`config.mk`:
```
export PLATFORM = sky130hd
export DESIGN_NAME = mux_nx1_pipe
export DESIGN_NICKNAME = d
export VERILOG_FILES = /design/src/rtl/mux_nx1_pipe.sv
export SDC_FILE = /design/constraint.sdc
export NUM_CORES = 1
export LEC_CHECK = 0
export ABC_AREA = 1
export CAP_MARGIN = 0
export CORE_MARGIN = 2
export CORE_UTILIZATION = 35
export CTS_CLUSTER_DIAMETER = 120
export DETAILED_ROUTE_END_ITERATION = 12
export PLACE_DENSITY_LB_ADDON = 0.3
export SYNTH_ARGS = -nofsm -noshare
export SYNTH_HDL_FRONTEND = slang
export SYNTH_SLANG_ARGS = --single-unit
```
`constraint.sdc`:
```
create_clock -name clk -period 1.94 [get_ports clk]
set_clock_uncertainty 0.2 [all_clocks]
set_input_delay 0.291 -clock clk [delete_from_list [all_inputs] [get_ports clk]]
set_output_delay 0.291 -clock clk [all_outputs]
set_load 0.1 [all_outputs]
```
`src/rtl/mux_nx1_pipe.sv`:
```
// rtl/mux_nx1_pipe.sv - registered N:1 mux with valid/ready handshake; optional skid buffer via MUX_SKID_EN
module mux_nx1_pipe #(
    parameter int                 WIDTH       = 5,
    parameter int                 NUM_IN      = 3,
    parameter int                 SEL_W       = 2,
    parameter logic [WIDTH-1:0]   DEFAULT_VAL = '0,
    parameter int                 ERR_CNT_W   = 8
) (
    input  logic                    clk,
    input  logic                    rst_n,
    input  logic [NUM_IN*WIDTH-1:0] in_bus,
    input  logic [SEL_W-1:0]        sel,
    input  logic                    in_valid,
    output logic                    in_ready,
    output logic [WIDTH-1:0]        out_data,
    output logic                    out_valid,
    input  logic                    out_ready,
    input  logic                    err_clr,
    output logic                    sel_err,
    output logic [ERR_CNT_W-1:0]    err_cnt
);

    logic             accept;
    logic             sel_oor;
    logic [WIDTH-1:0] sel_val;

    // Select the addressed input; anything beyond the last input yields the default value
    always_comb begin
        sel_val = DEFAULT_VAL;
        for (int k = 0; k < NUM_IN; k++) begin
            if (sel == SEL_W'(k)) begin
                sel_val = in_bus[k*WIDTH +: WIDTH];
            end
        end
    end

    // Constant-false when every select code maps to an input, so the error logic folds away
    assign sel_oor = (32'(sel) >= NUM_IN);
    assign accept  = in_valid && in_ready;

`ifdef MUX_SKID_EN
    logic [WIDTH-1:0] skid_data;
    logic             skid_valid;

    // Ready depends only on the skid register, breaking the out_ready-to-in_ready path
    assign in_ready = !skid_valid;

    // Output stage plus one-entry skid; an accept can only happen while skid is empty
    always_ff @(posedge clk or negedge rst_n) begin
        if (!rst_n) begin
            out_data   <= '0;
            out_valid  <= 1'b0;
            skid_data  <= '0;
            skid_valid <= 1'b0;
        end else if (accept) begin
            if (out_valid && !out_ready) begin
                skid_data  <= sel_val;
                skid_valid <= 1'b1;
            end else begin
                out_data  <= sel_val;
                out_valid <= 1'b1;
            end
        end else if (skid_valid && out_ready) begin
            out_data   <= skid_data;
            skid_valid <= 1'b0;
        end else if (out_valid && out_ready) begin
            out_valid <= 1'b0;
        end
    end
`else
    // Ready when the output register is empty or is being consumed this cycle
    assign in_ready = !out_valid || out_ready;

    // Single output register: load on accept, drop valid when drained without a refill
    always_ff @(posedge clk or negedge rst_n) begin
        if (!rst_n) begin
            out_data  <= '0;
            out_valid <= 1'b0;
        end else if (accept) begin
            out_data  <= sel_val;
            out_valid <= 1'b1;
        end else if (out_valid && out_ready) begin
            out_valid <= 1'b0;
        end
    end
`endif

    // Sticky error flag and saturating counter; a new error takes priority over a clear
    always_ff @(posedge clk or negedge rst_n) begin
        if (!rst_n) begin
            sel_err <= 1'b0;
            err_cnt <= '0;
        end else if (accept && sel_oor) begin
            sel_err <= 1'b1;
            if (err_clr) begin
                err_cnt <= ERR_CNT_W'(1);
            end else if (!(&err_cnt)) begin
                err_cnt <= err_cnt + ERR_CNT_W'(1);
            end
        end else if (err_clr) begin
            sel_err <= 1'b0;
            err_cnt <= '0;
        end
    end

endmodule

```
# Word-level counts from Yosys, hierarchy flattened
# Cells that the tools add are included.
# totals
ff_bits	15
wordCells	30
output_inout_bits	16
inputBits	22
# classes
magnitude_cmp	1
reduce_logical	10
n_addsub	1
n_eq_ne	3
muxes	11
# ops
cell	count
$mux 8	4
$mux 5	3
$add 8x1->8 const B	1
$reduce_and 8->1	1
$mux 1	4
$reduce_bool 2->1	2
$logic_and 1x1->1	3
$eq 2x1->1 const B	1
$eq 2x2->1 const B	1
$ge 2x2->1 const B	1
$logic_not 2->1	1
$ne 2x2->1 const B	1
$reduce_and 2->1	1
$logic_not 1->1	1
$logic_or 1x1->1	1

# Longest topological paths before layout
# depth
word_depth	6
depth_mapped	8

# Worst setup path before layout
# OpenSTA, ideal clock, no wires.
# synth_path
kind	register to register
from	register out_valid
to	register err_cnt[3]
slack_ps	-497
synth_period_minus_slack_ps	2437
t_arrival_ps	2117
path_stages_with_launch	8
path_cell_list	dfrtp_1 -> nand2_2 -> nand2_2 -> nor2_4 -> nand2_1 -> nand2_1 -> nand2_1 -> nand2_1
# synth_between
elab_chain_cells	6
# synth_lines
item	line_no	rtl
start: declaration	16	output logic out_valid,
start signal: assignment	78	out_valid <= 1'b0;
start signal: assignment	81	out_valid <= 1'b1;
start signal: assignment	83	out_valid <= 1'b0;
$logic_not 1->1 (*)	72	assign in_ready = !out_valid || out_ready;
$logic_or 1x1->1 (*)	72	
via in_ready	14	output logic in_ready,
$logic_and 1x1->1 (*)	39	assign accept = in_valid && in_ready;
$logic_and 1x1->1 (*)	93	end else if (accept && sel_oor) begin
$reduce_bool 2->1 (no line)	n/a	
$reduce_and 2->1 (no line)	n/a	
end signal: assignment	98	err_cnt <= err_cnt + ERR_CNT_W'(1);
end: declaration	20	output logic [ERR_CNT_W-1:0] err_cnt
# The timed path passes the listed nets; every way through them passes the cells marked *.
# A chain may end at the register's enable or synchronous reset.

# Worst setup path in the final report
# layout_path
from	register err_cnt[0]
to	register err_cnt[1]
# layout_between
elab_chain_cells	4
# layout_lines
item	line_no	rtl
$add 8x1->8	98	
$mux 8	97	end else if (!(&err_cnt)) begin
$mux 8	95	if (err_clr) begin
$mux 8	93	
# Several ways; a longest one is shown, not always the timed one. The select of a mux whose other input is x is not followed.

==> impl_results.md <==
* Area growth from synthesis to layout at 62.9%
* DRT antenna net count at 0
* Setup CP Type: reg -> reg
* WP data required at 1.96 ns
* Final hold vios at 0
* DIE WIDTH at 56.8 microns
* Row cnt at 19
* RSZ-0062 raised after global routing: no
* Crit-path cells: ha_1, nand3_1, inv_2, nand2_1, clkinv_1, nor2_2, nand2_1, nand2_1
* Die height at 56.8 microns
* Post-layout nets at 206
* CP max stage cell: dfrtp_2
* Setup TNS at 0 ns
* Via count at 1006
* CP top delay family: simple AND/OR/NAND/NOR gates
* Post-CTS sizing at 0
* Slew Limit Fails at 0
* Critical Path Most Common Cell: nand2_1
* Leakage at 0.778 nW
* Worst slew margin at 79.1%
* Period Utilization, post-route at 82.6%
* Vias in the first global route at 1000
* Area of the multi-input gates at 518 sq um
* Cell Pwr Density at 568 nW/um^2
* # diodes at 0
* Worst Hold Class: in -> async
* Placed cells at 209
* Most common cell after layout, fill and taps aside: nand2_1
* Worst-skew pair later-pin latency at 0.28 ns
* Vias per inst at 4.72
* # hold bufs at CTS at 0
* Clk buf depth at 2
* Average cell area after synthesis at 6.96 sq um
* CTS Root Cell: clkbuf_4
* Die area at 3220 sq um
* Syn Std Cell Area at 975 sq um
* Core footprint at 2710 sq um
* Largest net degree at the start of global routing at 16
* CTS tree: yes
* Crit-path max cell delay at 0.45 ns
* Final Util at 58.6%
* DRC Markers at 0
* Total CTS buffers at 3
* Initial Util at 36.0%
* Final setup viols at 0
* Max_cap viols at 0
* Setup repair bufs after CTS at 0
* Register area share after synthesis at 38.5%
* Clk pin slew, worst setup/hold paths at 0.09 ns
* Startpoint types: register
* Worst EP arrival at 1.63 ns
* Seq cells post-synth at 15
* Wirelength per Cell at 11.1 microns
* Crit path max fanout at 5
* Cell variety after synth at 19
* DP Wirelength at 1.93 mm
* Yosys warning count at 0
* FF/Latch Area at 380 sq um
* DR iter-0 viols at 25
* Maximum vdd drop at 0.612 mV
* Routability cong. at 0.861
* First-pass DRT Iterations at 4
* Share of post-route cells with drive strength above 1 at 24.7%
* Grt total ovfl at 0
* Worst Tran Pin Value at 0.312 ns
* TritonCTS Sinks at 15
* Crit path time final at 1.60 ns
* CP endpoint kind: register
* Syn nets at 163
* I/O pin count at 38
* Commonest non-fill, non-tap cells in the layout: nand2_1 (70), clkdlybuf4s50_1 (21), buf_12 (16)
* Filler cells at 260
* Total GRT Usage at 16.8%
* PortBufs at 37
* Max H-tree Level at 1
* Initial antenna violation count at 0
* Finished Layout Cells at 213
* Cells after Synth at 140
* Status: finished, final reports clean
* Global-route wire length before repair at 4.24 mm
* Crit path buf inv count at 2
* Final wirelength at 2.36 mm
* Peak Freq at 624 MHz
## worst register-to-register path: cells and delay by family (launching register included)
| family | cells | cell delay [ns] |
|---|---|---|
| and+or+nand+nor | 5 | 0.52 |
| DFF | 1 | 0.45 |
| adders and majority gates | 1 | 0.24 |
| buffers and inverters | 2 | 0.13 |
## cells by family after synthesis
group | Yosys count | synth area share [%]
and+or+nand+nor | 107 | 49.7
buffers and inverters | 16 | 8.86
DFF | 15 | 38.5
AOI/OAI and AO/OA | 1 | 1.67
adders and majority gates | 1 | 1.28
## area by class of cell
type	instances	share of cell area (%)
repair buffers	38	33.9
clock buffers	4	1.65
inverters	16	5.44
well taps	31	2.44
flip-flops and latches	15	24.0
multi-input cells	109	32.6
## flip-flops by register name, summed over array words and instances, names as in the netlist
signal / count
out_data: 5
sel_err: 1
err_cnt: 8
out_valid: 1
## worst paths after layout
kind,start,endpoint,slack [ns],depth (start not counted)
min in group clk,sel_err,sel_err,0.34,2
worst max-delay path,err_cnt[0],err_cnt[1],0.34,8
worst min register to register,sel_err,sel_err,0.34,2
worst min-delay path,rst_n,err_cnt[4],0.11,2
max in group asynchronous,rst_n,out_valid,1.23,2
worst max register to register,err_cnt[0],err_cnt[1],0.34,8
## routing by layer
layer  track usage, %  vias to the layer above  part of all wire, %
li1                 -                      514                    -
met1             19.9                      459                   42
met2             29.1                       25                   51
met3             2.76                        8                  4.7
met4             8.64                        0                  2.5
met5                0                        -                    0
## where the power goes
group / internal [W] / switching (W) / leakage [nW]
clock network: 0.0000798 / 0.0000970 / 0.0150
registers: 0.000332 / 0.0000248 / 0.194
logic: 0.000146 / 0.000222 / 0.569
## through the flow
stage | cell area, sq um | setup WS (ns) | hold slack [ns] | total power [W]
5_1_grt | 1590 | 0.187 | 0.141 | 0.000945
6_report | 1590 | 0.337 | 0.115 | 0.000901
4_1_cts | 1590 | 0.349 | 0.118 | 0.000913
3_3_place_gp | 1560 | 0.178 | 0.331 | 0.000729
3_5_place_dp | 1560 | 0.145 | 0.328 | 0.000733
2_1_floorplan | 985 | 0.00669 | -0.205 | 0.000565
## synth_stat cells (all sizes together)
cell,count,share of area [%]
or2,1,0.64
nor3,1,0.51
clkinv,1,0.38
nand2,76,32
nand3b,1,0.77
bufinv,1,3.1
nand4,4,2.6
ha,1,1.3
inv,14,5.4
nor2,14,7.2
nand3,10,6.2
a21oi,1,1.7
dfrtp,15,39
Note: power is estimated with default switching activity, not from simulation.
